File: config.mk
export PLATFORM = sky130hd
export DESIGN_NAME = xprop_accum
export DESIGN_NICKNAME = d
export VERILOG_FILES = /design/src/rtl/xprop_pkg.sv /design/src/rtl/xprop_add.sv /design/src/rtl/xprop_accum.sv
export SDC_FILE = /design/constraint.sdc
export NUM_CORES = 1
export LEC_CHECK = 0
export ABC_AREA = 1
export CORE_UTILIZATION = 55
export DETAILED_ROUTE_END_ITERATION = 10
export PLACE_DENSITY = 0.95
export SYNTH_ARGS = -nofsm -noshare
export SYNTH_HDL_FRONTEND = slang
export SYNTH_HIERARCHICAL = 1
export SYNTH_SLANG_ARGS = --single-unit
File: constraint.sdc
create_clock -name clk -period 4.05 [get_ports clk]
set_clock_uncertainty 0.1 [all_clocks]
set_input_delay 1.215 -clock clk [delete_from_list [all_inputs] [get_ports clk]]
set_output_delay 1.215 -clock clk [all_outputs]
set_load 0.01 [all_outputs]
File: src/rtl/xprop_pkg.sv
// Shared constants and known-mask helpers for the X-propagating accumulator family.
// Helpers work on a MAX_W-wide mask so any WIDTH up to MAX_W can reuse them.
package xprop_pkg;

   localparam int XMODE_WORD  = 0;
   localparam int XMODE_CARRY = 1;

   localparam int MAX_W = 64;
   localparam int IDX_W = 7;

   typedef logic [IDX_W-1:0] idx_t;
   typedef logic [MAX_W-1:0] mask_t;

   // Index of the lowest 0 bit among the low `width` bits; `width` when all are known.
   function automatic idx_t lowest_unknown(input mask_t mask, input idx_t width);
      idx_t k;
      k = width;
      for (int i = MAX_W - 1; i >= 0; i--) begin
         if ((idx_t'(i) < width) && !mask[i]) begin
            k = idx_t'(i);
         end
      end
      return k;
   endfunction

   function automatic mask_t known_prefix(input idx_t k);
      mask_t p;
      for (int i = 0; i < MAX_W; i++) begin
         p[i] = (idx_t'(i) < k);
      end
      return p;
   endfunction

endpackage

File: src/rtl/xprop_add.sv
// Combinational adder over (value, known-mask) pairs with selectable unknown semantics.
// Unknown bits of the result value are always forced to 0.
module xprop_add
   import xprop_pkg::*;
#(
   parameter int WIDTH = 16,
   parameter int XMODE = XMODE_WORD
) (
   input  logic [WIDTH-1:0] a_val,
   input  logic [WIDTH-1:0] a_known,
   input  logic [WIDTH-1:0] b_val,
   input  logic [WIDTH-1:0] b_known,
   output logic [WIDTH-1:0] sum_val,
   output logic [WIDTH-1:0] sum_known
);

   logic [WIDTH-1:0] sum_raw;
   logic [WIDTH-1:0] mask;

   // Unknown operand bits contribute nothing; carry-out is dropped.
   assign sum_raw = (a_val & a_known) + (b_val & b_known);
   assign mask    = a_known & b_known;

   generate
      if (XMODE == XMODE_CARRY) begin : g_carry
         idx_t             k;
         logic [WIDTH-1:0] prefix;

         // Bits below the lowest unknown cannot see its carry, so they stay known.
         assign k         = lowest_unknown(mask_t'(mask), idx_t'(WIDTH));
         assign prefix    = WIDTH'(known_prefix(k));
         assign sum_known = prefix;
         assign sum_val   = sum_raw & prefix;
      end else begin : g_word
         logic all_known;

         assign all_known = &mask;
         assign sum_known = all_known ? '1 : '0;
         assign sum_val   = all_known ? sum_raw : '0;
      end
   endgenerate

endmodule

File: src/rtl/xprop_accum.sv
// Running accumulator of masked operands with sticky X tracking and a cycle-budget stop.
// Operands are accepted until done; clear and accept together add onto a zeroed accumulator.
module xprop_accum
   import xprop_pkg::*;
#(
   parameter int WIDTH     = 16,
   parameter int XMODE     = XMODE_WORD,
   parameter int CYCLE_MAX = 10,
   parameter int CNT_W     = 32
) (
   input  logic             clk,
   input  logic             rst,
   input  logic             in_valid,
   input  logic [WIDTH-1:0] in_val,
   input  logic [WIDTH-1:0] in_known,
   input  logic             clear,
   output logic [WIDTH-1:0] acc_val,
   output logic [WIDTH-1:0] acc_known,
   output logic             out_valid,
   output logic             x_seen,
   output logic [CNT_W-1:0] cycle_count,
   output logic             done
);

   localparam logic [CNT_W-1:0] CYC_MAX = CNT_W'(CYCLE_MAX);

   logic [WIDTH-1:0] acc_val_q, acc_val_d;
   logic [WIDTH-1:0] acc_known_q, acc_known_d;
   logic             out_valid_q, out_valid_d;
   logic             x_seen_q, x_seen_d;
   logic [CNT_W-1:0] cycle_count_q, cycle_count_d;
   logic             done_q, done_d;

   logic             accept;
   logic [WIDTH-1:0] base_val, base_known;
   logic [WIDTH-1:0] sum_val, sum_known;

   assign accept     = in_valid && !done_q;
   assign base_val   = clear ? '0 : acc_val_q;
   assign base_known = clear ? '1 : acc_known_q;

   xprop_add #(
      .WIDTH (WIDTH),
      .XMODE (XMODE)
   ) u_add (
      .a_val     (base_val),
      .a_known   (base_known),
      .b_val     (in_val),
      .b_known   (in_known),
      .sum_val   (sum_val),
      .sum_known (sum_known)
   );

   always_comb begin
      acc_val_d     = acc_val_q;
      acc_known_d   = acc_known_q;
      out_valid_d   = accept;
      x_seen_d      = x_seen_q;
      cycle_count_d = cycle_count_q;
      done_d        = done_q || (cycle_count_q == CYC_MAX);

      if (accept) begin
         acc_val_d   = sum_val;
         acc_known_d = sum_known;
         x_seen_d    = x_seen_q || !(&in_known) || !(&sum_known);
      end else if (clear && !done_q) begin
         acc_val_d   = '0;
         acc_known_d = '1;
      end

      if (!done_q && (cycle_count_q < CYC_MAX)) begin
         cycle_count_d = cycle_count_q + 1'b1;
      end
   end

   always_ff @(posedge clk) begin
      if (rst) begin
         acc_val_q     <= '0;
         acc_known_q   <= '1;
         out_valid_q   <= 1'b0;
         x_seen_q      <= 1'b0;
         cycle_count_q <= '0;
         done_q        <= 1'b0;
      end else begin
         acc_val_q     <= acc_val_d;
         acc_known_q   <= acc_known_d;
         out_valid_q   <= out_valid_d;
         x_seen_q      <= x_seen_d;
         cycle_count_q <= cycle_count_d;
         done_q        <= done_d;
      end
   end

   assign acc_val     = acc_val_q;
   assign acc_known   = acc_known_q;
   assign out_valid   = out_valid_q;
   assign x_seen      = x_seen_q;
   assign cycle_count = cycle_count_q;
   assign done        = done_q;

endmodule

---- Yosys cells after proc, flatten, opt, wreduce, memory -nomap -nowiden ----
Cells that the tools add are included.
word-level totals
  flip-flop bits (word level) ............. 67
  input bits .............................. 36
  output and inout port bits .............. 67
  word-level logic and storage cells ...... 34
cells by class
  $add $sub $neg .......................... 2
  order comparisons ....................... 1
  equality and inequality tests ........... 1
  muxes and demuxes ....................... 8
  bitwise operators ....................... 3
  reductions and logical operators ........ 13
operator list
  operator                                                                 number
  16-bit 2-to-1 mux                                                        8
  16-bit bitwise AND                                                       3
  16-bit AND reduction                                                     3
  32-bit by 1-bit adder with 32-bit output (second input constant)         1
  32-bit by 4-bit equality test with 1-bit output (second input constant)  1
  32-bit by 4-bit < comparator with 1-bit output (second input constant)   1
  16-bit adder                                                             1
  1-bit logical AND                                                        3
  1-bit zero test                                                          3
  1-bit logical OR                                                         3
  2-bit nonzero test                                                       1

---- Depth between registers and ports, before layout ----
  depth in word-level cells ............... 7
  gate-level depth with buffers ........... 17
  mapped depth without buffers ............ 17

---- Modules after synthesis ----
The synthesis kept the hierarchy.
by module, submodules not included
  module       instances  cells an instance  area each (um^2)  sequential area each (um^2)
  xprop_accum  1          340                2713.9            1341.3
  xprop_add    1          301                1532.7            0.0

---- Worst setup path after synthesis ----
Ideal clock, no wire load.
  path kind ............................... in2reg
  from .................................... input port clear
  to ...................................... register acc_val_q[11], in the netlist acc_val[11]
  data arrival time ....................... 2.835 ns
  required time ........................... 3.863 ns
  path slack .............................. 1.028 ns
  cell stages on the path ................. 15
  path buffers ............................ 1
  cells stage by stage .................... clkbuf_1 or2_2 nand2_1 inv_1 ha_1 or2_4 nand3_2 nand2_2 nand2_2 nand2_1 nand2_1 inv_1 nor2_2 nand2_1 o31ai_1
on the way
  longest elaborated chain between the ends .. 5
  elaborated cells between the ends (all ways) .. 10
  those cells by class .................... add/sub: 1; mux: 4; bitwise: 2; reduce/logical: 3
ends and longest elaborated chain
  element                                                      RTL line                          text
  from (decl)                                                  xprop_accum.sv:16                 input logic clear,
  16-bit 2-to-1 mux (*)                                        xprop_accum.sv:40                 assign base_known = clear ? '1 : acc_known_q;
  net base_known[2]                                            xprop_accum.sv:35                 logic [WIDTH-1:0] base_val, base_known;
  16-bit bitwise AND, on equally long branches                 xprop_add.sv:21, xprop_add.sv:22
  16-bit adder / 16-bit AND reduction (equally long branches)  xprop_add.sv:21, xprop_add.sv:37
  16-bit 2-to-1 mux (*)                                        xprop_add.sv:39                   assign sum_val = all_known ? sum_raw : '0;
  net sum_val[11]                                              xprop_accum.sv:36                 logic [WIDTH-1:0] sum_val, sum_known;
  16-bit 2-to-1 mux (*)                                        xprop_accum.sv:62                 if (accept) begin
  to (signal assigned)                                         xprop_accum.sv:85                 acc_val_q <= acc_val_d;
  to (decl)                                                    xprop_accum.sv:27                 logic [WIDTH-1:0] acc_val_q, acc_val_d;
The timed path passes the listed nets; every way through them passes the cells marked *.
A chain may end at the register's enable or synchronous reset.

---- Final worst setup path ----
  from .................................... input port clear
  to ...................................... register acc_val_q[15], in the netlist acc_val[15]
on the way
  longest elaborated chain between the ends .. 5
  elaborated cells between the ends (all ways) .. 10
  those cells by class .................... add/sub: 1; mux: 4; bitwise: 2; reduce/logical: 3
ends and longest elaborated chain
  element             RTL line           text
  16-bit 2-to-1 mux   xprop_accum.sv:39  assign base_val = clear ? '0 : acc_val_q;
  net base_val[3]     xprop_accum.sv:35
  16-bit bitwise AND  xprop_add.sv:21    assign sum_raw = (a_val & a_known) + (b_val & b_known);
  16-bit adder        xprop_add.sv:21
  16-bit 2-to-1 mux   xprop_add.sv:39
  net sum_val[15]     xprop_accum.sv:36
  16-bit 2-to-1 mux   xprop_accum.sv:62
The timed path passes the listed nets, and every way through them passes these cells.

==> impl_metrics.py <==
metrics = {
    "outcome": {
        "status": "finished, final reports clean",
    },
    "route": {
        "drt_first_pass_iters": 5,
        "vias_per_cell": 5.184,
        "postRouteWirelength_um": 11800,
        "via_total_after_detailed_routing": 4313,
        "detail_route.wl_per_cell_um": 14.19,
        "final_antenna_net_count": 0,
        "detail_route.drc_violations": 0,
        "drt-initial-drc-count": 246,
    },
    "setup_path": {
        "cp.required_ns": 4.16,
        "worstSetupPathDepth": 16,
        "critical_path.n_buffers_inverters": 4,
        "worst_setup_path_start_kind": "primary input",
        "worstPathCellList": "clkdlybuf4s50_1 -> buf_4 -> buf_4 -> nor2_1 -> nand2_1 -> inv_1 -> ha_1 -> nand2_2 -> nor2_2 -> nand3_2 -> nand2_2 -> nand2_2 -> a21oi_1 -> nor2_1 -> nand2_1 -> o31ai_1",
        "slowest_stage": "sky130_fd_sc_hd__clkdlybuf4s50_1",
        "timing_worst_setup_path_type": "primary input to register",
        "cp.arrival_ns": 3.64,
        "worst-r2r-cell-count": 13,
        "cell_mode_on_critical_path": "sky130_fd_sc_hd__nand2_2",
        "critical_path_peak_fanout": 24,
        "worstReg2RegStart": "acc_known[1]",
        "slowest_delay_ns": 0.46,
        "critical-path-top-delay-family": "buffers and inverters",
        "startpoint": "clear",
        "critical_path.endpoint_type": "register",
    },
    "logic_synthesis": {
        "synth.net_count": 695,
        "synth_top_cells_by_area": "sky130_fd_sc_hd__dfxtp_1, sky130_fd_sc_hd__nand2_1, sky130_fd_sc_hd__inv_1",
        "synthesized_instance_count": 641,
        "synth_largest_area_cell": "sky130_fd_sc_hd__dfxtp_1",
        "netlist-cell-type-count": 36,
        "synth_area_um2": 4247,
        "avgSynthCellArea_um2": 6.625,
        "number_of_warnings_reported_in_the_yosys_synthesis_log": 6,
        "seq_total_area_yosys": 0.3159,
        "ys_seq_elements": 67,
        "synth_top_cell_area_share": 0.3159,
    },
    "clock_tree": {
        "clockBufferDepth": 2,
        "clkSlewWorstSetupHoldPaths_ns": 0.09,
        "clkSinkCount": 67,
        "cts-root-buf": "sky130_fd_sc_hd__clkbuf_8",
        "ctsResizeCount": 0,
        "clock_latency_ns": 0.35,
        "cts_htree_levels": 3,
        "cts_hold_repair.buffers": 0,
        "post_cts_buffers": 0,
        "cts_buffers": 9,
        "cts_tree": "built",
    },
    "place": {
        "placer_s_final_routability_congestion_estimate": 0.8839,
        "place.detailed.instances": 816,
        "place_ws_ns": 0.2406,
        "placed_area_um2": 5195,
        "buffer_ports.inserted": 102,
        "place.detailed.hpwl_um": 8683,
    },
    "global_route": {
        "vias_in_the_first_global_route": 4189,
        "grt_start_max_net_pins": 39,
        "grt_util_all_layers": 0.2956,
        "grt_remaining_overflow": 0,
        "grt_pass1_wl_um": 19240,
        "antenna_found_initial": 0,
    },
    "sta": {
        "finalHoldViolations": 0,
        "layout_worst_path_cycle_share": 0.8729,
        "finalMaxSlewViolations": 0,
        "timing.max_slew.rel_slack": 0.5059,
        "tns_ns": 0,
        "max_clock_freq_mhz": 282.9,
        "final.min_clock_period_ns": 3.535,
        "worst_pin_slew_ns": 0.7386,
        "setup_slack_ns": 0.5146,
        "rsz_0062_raised_after_global_routing": "false",
        "finalSetupViolCount": 0,
    },
    "floorplanning": {
        "core_region_area_um2": 7370,
        "core.rowCount": 31,
        "ios": 103,
        "dieArea_um2": 8077,
        "vert_die_dim_um": 89.87,
        "die-width_um": 89.87,
        "start_util": 0.5762,
    },
    "worst_hold_path": {
        "worstHoldPathType": "register to register",
        "worstHoldStart": "cycle_count[5]",
        "min_delay_path_depth": 2,
    },
    "finish": {
        "insertedDiodeCount": 0,
        "fin_cells": 832,
        "post-route-cell-area_um2": 5401,
        "number_of_nets_in_the_layout": 782,
        "final_core_occ": 0.7329,
        "area_delta_synth_final_pct": 27.20,
        "layout-drive-gt1-share": 0.1050,
    },
    "run": {
        "max_cap_violations": 0,
    },
    "pwr": {
        "vdd.ir_drop.worst_mv": 0.2689,
        "p_per_area_nw_per_um2": 273.5,
        "leakagePower_nw": 2.616,
    },
}
[final timing paths]
| path | endpoint | slack, ns |
|---|---|---|
| worst max-delay path | acc_val[15] | 0.51 |
| worst min-delay path | cycle_count[5] | 0.34 |
| worst max register to register | acc_val[15] | 1.68 |
| worst min register to register | cycle_count[5] | 0.34 |
[per-layer routing]
layer / GRT usage / part of all wire
met2: 0.5141 / 0.49
met1: 0.3487 / 0.41
met5: 0 / 0
met3: 0.07953 / 0.080
met4: 0.1075 / 0.020
[state kept, by name, summed over array words and instances, names as in the netlist]
register	cells
acc_known	16
x_seen	1
out_valid	1
acc_val	16
done	1
cycle_count	32
[worst min-delay path, cell delays in order, from the launching register on]
cell and delay [ns]:
sky130_fd_sc_hd__dfxtp_1 0.33, sky130_fd_sc_hd__inv_1 0.05, sky130_fd_sc_hd__nor2_1 0.03
[cell families after synthesis]
logic type | Yosys count | synth area share
and+or+nand+nor | 323 | 0.3403
buffers and inverters | 175 | 0.1821
AOI/OAI and AO/OA | 53 | 0.09664
xor gates and xnor gates | 5 | 0.01031
DFF | 67 | 0.3159
adders and majority gates | 18 | 0.05480
[through the flow]
| step | power, mW | hold WS [ns] |
|---|---|---|
| floorplan | 0.7971 | 0.3590 |
| global placement | 0.8839 | 0.3249 |
| detailed placement | 0.8891 | 0.3272 |
| CTS | 1.476 | 0.3413 |
| global route | 1.530 | 0.3625 |
| finish | 1.477 | 0.3411 |
[cell type report]
cell class | instances | area (µm²)
Sequential cell | 67 | 1341
Clock inverter | 7 | 82.58
Clock buffer | 9 | 123.9
Inverter | 143 | 536.8
Timing Repair Buffer | 108 | 1061
Multi-Input combinational cell | 399 | 2132
Fill cell | 574 | 1968
Tap cell | 99 | 123.9
[power by group]
part	internal (mW)	switching [mW]	total, mW
sequential	0.674	0.0161	0.690
combinational	0.0891	0.101	0.190
clock	0.295	0.302	0.597
[placed cells by master (no fill, tap or decap), types with 3 or more instances in the layout]
master and instances:
sky130_fd_sc_hd__a21boi_0 3, sky130_fd_sc_hd__o21ai_0 3, sky130_fd_sc_hd__nand2_2 8, sky130_fd_sc_hd__inv_1 139, sky130_fd_sc_hd__o31ai_1 16, sky130_fd_sc_hd__nand2_1 151, sky130_fd_sc_hd__clkdlybuf4s50_1 101, sky130_fd_sc_hd__ha_1 17
sky130_fd_sc_hd__nand3_1 13, sky130_fd_sc_hd__or2_2 16, sky130_fd_sc_hd__o32ai_1 13, sky130_fd_sc_hd__xor2_1 3, sky130_fd_sc_hd__a21oi_2 3, sky130_fd_sc_hd__buf_4 6, sky130_fd_sc_hd__nand3_2 3, sky130_fd_sc_hd__inv_6 4
sky130_fd_sc_hd__clkbuf_8 9, sky130_fd_sc_hd__nor2_1 99, sky130_fd_sc_hd__a21oi_1 11, sky130_fd_sc_hd__o32ai_2 3, sky130_fd_sc_hd__nor2_2 7, sky130_fd_sc_hd__nor3_1 3, sky130_fd_sc_hd__nand4_1 13, sky130_fd_sc_hd__inv_2 4
sky130_fd_sc_hd__dfxtp_1 67
[cells in the mapped netlist]
cell type and n:
sky130_fd_sc_hd__or2_4 1, sky130_fd_sc_hd__clkbuf_1 3, sky130_fd_sc_hd__ha_1 17, sky130_fd_sc_hd__o31ai_1 16, sky130_fd_sc_hd__nor2_4 2, sky130_fd_sc_hd__a21oi_2 3
sky130_fd_sc_hd__a21boi_0 3, sky130_fd_sc_hd__xnor2_1 2, sky130_fd_sc_hd__nand3b_4 1, sky130_fd_sc_hd__nor2_1 99, sky130_fd_sc_hd__xor2_1 3, sky130_fd_sc_hd__nor3_1 3
sky130_fd_sc_hd__o32ai_1 13, sky130_fd_sc_hd__nor3_2 2, sky130_fd_sc_hd__inv_1 139, sky130_fd_sc_hd__fa_1 1, sky130_fd_sc_hd__or2_2 16, sky130_fd_sc_hd__buf_4 17
sky130_fd_sc_hd__nand3b_2 1, sky130_fd_sc_hd__buf_2 6, sky130_fd_sc_hd__nor2_8 1, sky130_fd_sc_hd__dfxtp_1 67, sky130_fd_sc_hd__nor2_2 7, sky130_fd_sc_hd__nand4_1 13
sky130_fd_sc_hd__inv_2 4, sky130_fd_sc_hd__o21ai_2 1, sky130_fd_sc_hd__nand2_4 1, sky130_fd_sc_hd__a21oi_1 11, sky130_fd_sc_hd__nand2_2 8, sky130_fd_sc_hd__nand3_1 13
sky130_fd_sc_hd__nand3_2 3, sky130_fd_sc_hd__o21ai_0 3, sky130_fd_sc_hd__buf_6 6, sky130_fd_sc_hd__nand3b_1 1, sky130_fd_sc_hd__nand2_1 151, sky130_fd_sc_hd__o32ai_2 3
Note: power is estimated with default switching activity, not from simulation.
